[config.mk]
export PLATFORM = sky130hd
export DESIGN_NAME = flash_read_arbiter
export DESIGN_NICKNAME = d
export VERILOG_FILES = /design/src/rtl/flash_read_arbiter.sv
export SDC_FILE = /design/constraint.sdc
export NUM_CORES = 1
export LEC_CHECK = 0
export BUFFER_PORTS_ARGS = -buffer_cell sky130_fd_sc_hd__buf_2
export CAP_MARGIN = 20
export CORE_ASPECT_RATIO = 0.75
export CORE_UTILIZATION = 56
export DETAILED_ROUTE_END_ITERATION = 10
export PLACE_DENSITY = 0.82
export REMOVE_ABC_BUFFERS = 1
export SYNTH_ARGS = -nofsm -noshare
export SYNTH_HDL_FRONTEND = slang
export SYNTH_SLANG_ARGS = --single-unit
[constraint.sdc]
create_clock -name clk -period 2.2 [get_ports clk]
set_input_delay 0.11 -clock clk [delete_from_list [all_inputs] [get_ports clk]]
set_output_delay 0.11 -clock clk [all_outputs]
set_load 0.03 [all_outputs]
[src/rtl/flash_read_arbiter.sv]
// Round-robin arbiter that shares one SPI flash between two read requesters,
// issuing READ (0x03) + 24-bit address and streaming bytes back to the owner.
module flash_read_arbiter #(
  parameter int CLK_FREQ        = 27000000,
  parameter int STARTUP_WAIT_MS = 10,
  parameter int MIN_DESELECT    = 4
) (
  input  logic        clk,
  input  logic        rst,
  input  logic [1:0]  req,
  input  logic [23:0] addr0,
  input  logic [23:0] addr1,
  input  logic [5:0]  len0,
  input  logic [5:0]  len1,
  output logic [1:0]  gnt,
  output logic        busy,
  output logic [7:0]  rdData,
  output logic        rdValid,
  output logic        rdOwner,
  output logic [1:0]  done,
  output logic        flashClk,
  output logic        flashMosi,
  input  logic        flashMiso,
  output logic        flashCs
);

  localparam int STARTUP_CYCLES = STARTUP_WAIT_MS * CLK_FREQ / 1000;
  localparam int CNT_MAX = (STARTUP_CYCLES > MIN_DESELECT) ? STARTUP_CYCLES : MIN_DESELECT;
  localparam int CNT_W   = $clog2(CNT_MAX + 1);
  localparam logic [CNT_W-1:0] WAIT_LAST  = CNT_W'(STARTUP_CYCLES - 1);
  localparam logic [CNT_W-1:0] DESEL_LAST = CNT_W'(MIN_DESELECT - 1);

  typedef enum logic [2:0] {
    WAIT_POWER, IDLE, LOAD_CMD, SEND, LOAD_ADDR, READ, FINISH, DESELECT
  } stateT;

  stateT            state;
  logic [CNT_W-1:0] cnt;
  logic [23:0]      shiftReg;
  logic [23:0]      addrLat;
  logic [5:0]       lenLeft;
  logic [4:0]       bitCnt;
  logic [2:0]       rdBit;
  logic [6:0]       byteSh;
  logic             phase;
  logic             sendAddr;
  logic             owner;
  logic             lastOwner;
  logic             winner;

  // Requester 1 wins when alone, or on a tie when requester 0 was served last.
  assign winner = req[1] & (~req[0] | ~lastOwner);
  assign busy   = (state != IDLE);

  always_ff @(posedge clk) begin
    if (rst) begin
      state     <= WAIT_POWER;
      cnt       <= '0;
      shiftReg  <= '0;
      addrLat   <= '0;
      lenLeft   <= '0;
      bitCnt    <= '0;
      rdBit     <= '0;
      byteSh    <= '0;
      phase     <= 1'b0;
      sendAddr  <= 1'b0;
      owner     <= 1'b0;
      lastOwner <= 1'b1;
      gnt       <= '0;
      done      <= '0;
      rdValid   <= 1'b0;
      rdData    <= '0;
      rdOwner   <= 1'b0;
      flashClk  <= 1'b0;
      flashMosi <= 1'b0;
      flashCs   <= 1'b1;
    end else begin
      gnt     <= '0;
      done    <= '0;
      rdValid <= 1'b0;
      case (state)
        WAIT_POWER: begin
          if (cnt == WAIT_LAST) begin
            cnt   <= '0;
            state <= IDLE;
          end else begin
            cnt <= cnt + 1'b1;
          end
        end
        IDLE: begin
          if (req != 2'b00) begin
            owner     <= winner;
            lastOwner <= winner;
            gnt       <= winner ? 2'b10 : 2'b01;
            addrLat   <= winner ? addr1 : addr0;
            lenLeft   <= winner ? len1 : len0;
            // Zero-length requests skip the bus entirely and just report done.
            state     <= ((winner ? len1 : len0) == 6'd0) ? FINISH : LOAD_CMD;
          end
        end
        LOAD_CMD: begin
          flashCs  <= 1'b0;
          shiftReg <= {8'h03, 16'h0000};
          bitCnt   <= 5'd8;
          sendAddr <= 1'b0;
          phase    <= 1'b0;
          state    <= SEND;
        end
        LOAD_ADDR: begin
          flashClk <= 1'b0;
          shiftReg <= addrLat;
          bitCnt   <= 5'd24;
          sendAddr <= 1'b1;
          phase    <= 1'b0;
          state    <= SEND;
        end
        SEND: begin
          if (!phase) begin
            flashClk  <= 1'b0;
            flashMosi <= shiftReg[23];
            shiftReg  <= {shiftReg[22:0], 1'b0};
            bitCnt    <= bitCnt - 1'b1;
            phase     <= 1'b1;
          end else begin
            flashClk <= 1'b1;
            phase    <= 1'b0;
            if (bitCnt == 5'd0) begin
              rdBit <= '0;
              state <= sendAddr ? READ : LOAD_ADDR;
            end
          end
        end
        READ: begin
          if (!phase) begin
            flashClk  <= 1'b0;
            flashMosi <= 1'b0;
            phase     <= 1'b1;
          end else begin
            flashClk <= 1'b1;
            phase    <= 1'b0;
            byteSh   <= {byteSh[5:0], flashMiso};
            rdBit    <= rdBit + 1'b1;
            // The 8th bit goes straight into rdData, so byteSh only keeps 7.
            if (rdBit == 3'd7) begin
              rdData  <= {byteSh, flashMiso};
              rdValid <= 1'b1;
              rdOwner <= owner;
              lenLeft <= lenLeft - 1'b1;
              if (lenLeft == 6'd1) state <= FINISH;
            end
          end
        end
        FINISH: begin
          flashCs  <= 1'b1;
          flashClk <= 1'b0;
          done     <= owner ? 2'b10 : 2'b01;
          cnt      <= '0;
          state    <= DESELECT;
        end
        DESELECT: begin
          if (cnt == DESEL_LAST) begin
            cnt   <= '0;
            state <= IDLE;
          end else begin
            cnt <= cnt + 1'b1;
          end
        end
        default: state <= WAIT_POWER;
      endcase
    end
  end

endmodule

# [Yosys cells after proc, flatten, opt, wreduce, memory -nomap -nowiden]
# Index checks and enable logic that the tools add are counted.
[totals] ff_bits=112 inputBits=65 out_inout_bits=18 wordCells=121
[op_classes] n_addsub=4 eq_ne=22 muxes=40 bitwise_logic=9 reduce_logical=26
[op_table] operator="$pmux 24 s3" count=1
[op_table] operator="$pmux 19 s3" count=1
[op_table] operator="$mux 24" count=2
[op_table] operator="$mux 19" count=2
[op_table] operator="$mux 3" count=12
[op_table] operator="$mux 6" count=4
[op_table] operator="$pmux 3 s7" count=1
[op_table] operator="$ne 2x2->1 const B" count=10
[op_table] operator="$add 19x1->19 const B" count=1
[op_table] operator="$eq 19x19->1 const B" count=1
[op_table] operator="$eq 19x2->1 const B" count=1
[op_table] operator="$eq 3x3->1 const B" count=5
[op_table] operator="$pmux 5 s3" count=1
[op_table] operator="$reduce_bool 2->1" count=7
[op_table] operator="$pmux 6 s2" count=1
[op_table] operator="$pmux 1 s2" count=5
[op_table] operator="$reduce_and 4->1" count=2
[op_table] operator="$reduce_and 8->1" count=1
[op_table] operator="$reduce_or 2->1" count=4
[op_table] operator="$not 1->1" count=7
[op_table] operator="$eq 3x2->1 const B" count=2
[op_table] operator="$eq 6x1->1 const B" count=1
[op_table] operator="$logic_not 6->1" count=1
[op_table] operator="$mux 1" count=6
[op_table] operator="16 further kinds" count=22

# [Longest topological paths before layout]
[depth] depth_word=8 ltp_mapped=7

# [Worst setup path before layout]
# OpenSTA, ideal clock, no wires.
[synth_timing] path_kind="register to register" startpoint="register cnt[14]" endpoint="register cnt[14]" arrival_ns=1.799 t_required_ns=2.068 slack_ns=0.269 path_stages_with_launch=7 n_path_buf=1 period_less_slack_ns=1.931 cell_sequence="dfxtp_1 or4_1 nor4_4 a311oi_1 a21oi_4 buf_6 nor3_1"
[synth_between] elab_chain_cells=3 elab_cells_between_ends=6 cone_classes="1 x add/sub; 2 x eq/ne; 3 x mux"
[synth_lines] item="from (decl)" line="38" source="logic [CNT_W-1:0] cnt;"
[synth_lines] item="from (signal assigned)" line="87" source="cnt <= cnt + 1'b1;"
[synth_lines] item="from (signal assigned)" line="165" source="cnt <= cnt + 1'b1;"
[synth_lines] item="$add 19x1->19 (tied with other cells)" line="87, 165"
[synth_lines] item="$mux 19, on equally long branches" line="161, 83"
[synth_lines] item="$pmux 19 s3 *" line="81" source="case (state)"
# Every way passes the cells marked *; elsewhere a longest branch is shown, timed or not.
# A chain may end at the register's enable or synchronous reset.

# [Worst setup path in the final report]
[layout_timing] startpoint="register bitCnt[0]" endpoint="register state[2]"
[layout_between] elab_chain_cells=3
[layout_lines] item="from (decl)" line="42" source="logic [4:0] bitCnt;"
[layout_lines] item="from (signal assigned)" line="122" source="bitCnt <= bitCnt - 1'b1;"
[layout_lines] item="$logic_not 5->1" line="127" source="if (bitCnt == 5'd0) begin"
[layout_lines] item="$ne 2x2->1 (no line)"
[layout_lines] item="$reduce_and 8->1 (no line)"
[layout_lines] item="to (signal assigned)" line="98" source="state <= ((winner ? len1 : len0) == 6'd0) ? FINISH : LOAD_CMD;"
[layout_lines] item="to (signal assigned)" line="129" source="state <= sendAddr ? READ : LOAD_ADDR;"
[layout_lines] item="to (decl)" line="37" source="stateT state;"
# Every way passes these cells.

==> impl_metrics.ini <==
[outcome]
status = complete, but fails checks
violations = design-rule violations

[synthesis]
synth_flop_cell = dfxtp_1
synth_cell_types = 51
synth_top_family_by_area = simple AND/OR/NAND/NOR gates
synth_seq_area_share = 0.4413
synth_compound_area_frac = 0.1815
avgSynthCellArea_um2 = 8.671
synth.mux.area_fraction = 0.06328
synth-seq-cells = 112
synth_cells = 586
synthesis.area_um2 = 5081
synth-simple-area-share = 0.2169
synth_edf_count = 0
async_flop_share = 0
synth_xor_area_frac = 0.03792
synth-adder-area-share = 0.01477
yosys_warnings = 0

[pwr]
power.density_nw_per_um2 = 1183
peakVddDrop_mv = 0.6093
p_leak_nw = 2.290

[job]
maxCapViolations = 0

[critical_path]
cp_max_fo = 5
critPathTopFamily = simple AND/OR/NAND/NOR gates
ff2ff_setup_slack_ns = 0.12
critical_path_class = register to register
path_buf_inv = 1
cpMaxStageDelayCell = or4b_2
reg2reg_to = state[2]$_SDFFE_PP0P_
path_cells = inv_1 > ha_1 > or4b_2 > o21ai_2 > o211ai_1 > nor4_1 > nor3b_1
required_ns = 2.41
timing.rr.start = bitCnt[0]$_SDFFE_PP0P_
start_kind = register
slowest_delay_ns = 0.66
worst-r2r-cell-count = 7
timing.critical_path.to_type = register
cp_data_arrival_time_ns = 2.29

[detailed_routing]
vias = 4558
vias_per_cell = 5.904
drt-total-wl_mm = 11.29
post-route-drc-count = 7
ant_nets = 0
dr.first_iter.drc_count = 286
dr.pass1.iters = 9
wl_per_cell_um = 14.62

[timing]
fmax_ghz = 0.4801
setup_viol = 0
rsz0062_at_grt = false
max_slew.worst_pin.slew_ns = 0.6965
fin_crit_sh = 0.9468
hold_viol = 0
slew_headroom = 0.5325
period_needed_ns = 2.083
drv_slew = 0
skew_ns = 0.005765

[cells_and_area]
diodes = 0
final_common_cell = dfxtp_1
final_cells = 772
fillers = 701
nNetsFinal = 730
layout_common_cells = dfxtp_1 (112), buf_2 (81), nor2_1 (72), nand2_1 (55), nor3_1 (50)
syn_to_final_growth_pct = 18.35
fin_util = 0.6963
drive_gt1_frac = 0.2048

[global_routing]
track_usage = 0.2539
grt_start_max_net_pins = 63
use_met3 = 0.06426
antenna_found_initial = 0
grt_pass1_wl_mm = 19.42
grt.overflow.total = 0
use_met1 = 0.3264
grtUsageMet2 = 0.4229
grt_pass1_vias = 4203
top_usage_layer = met2

[floorplan]
pin_count = 83
rows = 29
coreArea_um2 = 8636
die_h_um = 84.50
die_w_um = 112.0
dieArea_um2 = 9463
start_util = 0.5884

[clocking]
root_buffer = clkbuf_16
htree_levels = 3
cts_tree = built
clockBufferDepth = 2
insertion_delay_ns = 0.35
tritoncts.num_buffers = 9
cts.sinks = 112
clk_pin_slew_ns = 0.07

[placed_design]
place_congestion = 0.8732
dp_hpwl_mm = 7.665
place_inst = 756
port_buffers = 82

[worst_hold_path]
min_from = flashMiso
worstHoldPathType = primary input to register
hold_path_end = byteSh[0]$_SDFFE_PP0P_
holdPathStages = 3
-- synth_stat cells (5+ instances only) --
cell      instances  share of area
a211oi_1         26          0.038
a21oi_1          37          0.036
a221oi_1         21          0.036
buf_2            12          0.012
clkbuf_1         29          0.021
dfxtp_1         112           0.44
ha_1              6          0.015
inv_1             8         0.0059
mux2i_1          31          0.061
nand2_1          55          0.041
nand3_1          11          0.011
nand4_1           9          0.011
nor2_1           72          0.053
nor3_1           51          0.050
nor3b_1           5         0.0074
nor4_1            7         0.0086
o21ai_0          14          0.014
xor2_1           18          0.031
-- worst max path at each step --
stage                      startpoint                       to  slack [ns]  cells past startpoint
2_1_floorplan  lastOwner$_SDFFE_PP1P_  lenLeft[0]$_SDFFE_PP0P_       -2.30                      4
3_3_place_gp   bitCnt[0]$_SDFFE_PP0P_    state[2]$_SDFFE_PP0P_        0.22                      7
3_5_place_dp   bitCnt[0]$_SDFFE_PP0P_    state[2]$_SDFFE_PP0P_        0.07                      7
4_1_cts        bitCnt[0]$_SDFFE_PP0P_    state[2]$_SDFFE_PP0P_        0.03                      7
5_1_grt        bitCnt[0]$_SDFFE_PP0P_    state[2]$_SDFFE_PP0P_        0.01                      7
6_report       bitCnt[0]$_SDFFE_PP0P_    state[2]$_SDFFE_PP0P_        0.12                      7
-- through the flow --
| stage | cell area, um2 | TNS (ns) | setup WS, ns | total power, mW | hold WS, ns |
|---|---|---|---|---|---|
| finish | 6013 | 0 | 0.1170 | 7.115 | 0.01496 |
| global route | 6013 | 0 | 0.01364 | 7.600 | 0.007635 |
| global placement | 5687 | 0 | 0.2212 | 5.217 | 0.3682 |
| floorplan | 4890 | -75.74 | -2.302 | 4.517 | 0.1791 |
| CTS | 6010 | 0 | 0.03070 | 7.123 | 0.002578 |
| detailed placement | 5687 | 0 | 0.06758 | 5.351 | 0.3747 |
-- layer usage --
layer | vias up | share of wire
li1 | 2273 | -
met1 | 2107 | 0.46
met2 | 163 | 0.47
met3 | 15 | 0.060
met4 | 0 | 0.0099
met5 | - | 0
-- kinds of logic (layout without fill, tap and decap cells) --
family                   Yosys count  count (layout)
adder cells (fa/ha/maj)            6               6
AND/OR/NAND/NOR                  232             232
XOR/XNOR                          22              22
AO/OA/AOI/OAI                    128             128
multiplexers                      32              32
flip-flops                       112             112
buffers and inverters             54             132
-- final cells by class --
type	count	area, um2	area share
clock buffer	12	246.5	0.04099
clock inverter	4	76.32	0.01269
inverter	9	33.78	0.005618
multi-input combinational	420	2641	0.4392
sequential	112	2242	0.3729
tap	108	135.1	0.02247
timing repair buffer	107	638.1	0.1061
-- registers in the layout, indices dropped and copies added (netlist names) --
| name | cells |
|---|---|
| gnt | 2 |
| lastOwner | 1 |
| done | 2 |
| owner | 1 |
| bitCnt | 5 |
| flashCs | 1 |
| rdOwner | 1 |
| byteSh | 7 |
| rdBit | 3 |
| rdValid | 1 |
| state | 3 |
| cnt | 19 |
| rdData | 8 |
| flashMosi | 1 |
| sendAddr | 1 |
| phase | 1 |
| addrLat | 24 |
| flashClk | 1 |
| lenLeft | 6 |
| shiftReg | 24 |
-- tightest hold or removal path, cell delays in order --
cell     delay, ns
buf_2         0.11
nand2_1       0.05
a21oi_1       0.05
-- power by group --
part | internal (mW) | leakage, nW | switching, mW
clock | 1.03 | 0.153 | 0.723
combinational | 1.09 | 1.23 | 1.53
sequential | 2.45 | 0.911 | 0.288
total | 4.58 | 2.29 | 2.54
-- timing repair --
action	4_1_cts	5_1_grt
setup endpoints to repair	0	2
hold buffers	0	0
setup buffers	0	0
gates resized for setup	0	3
Note: power is estimated with default switching activity, not from simulation.
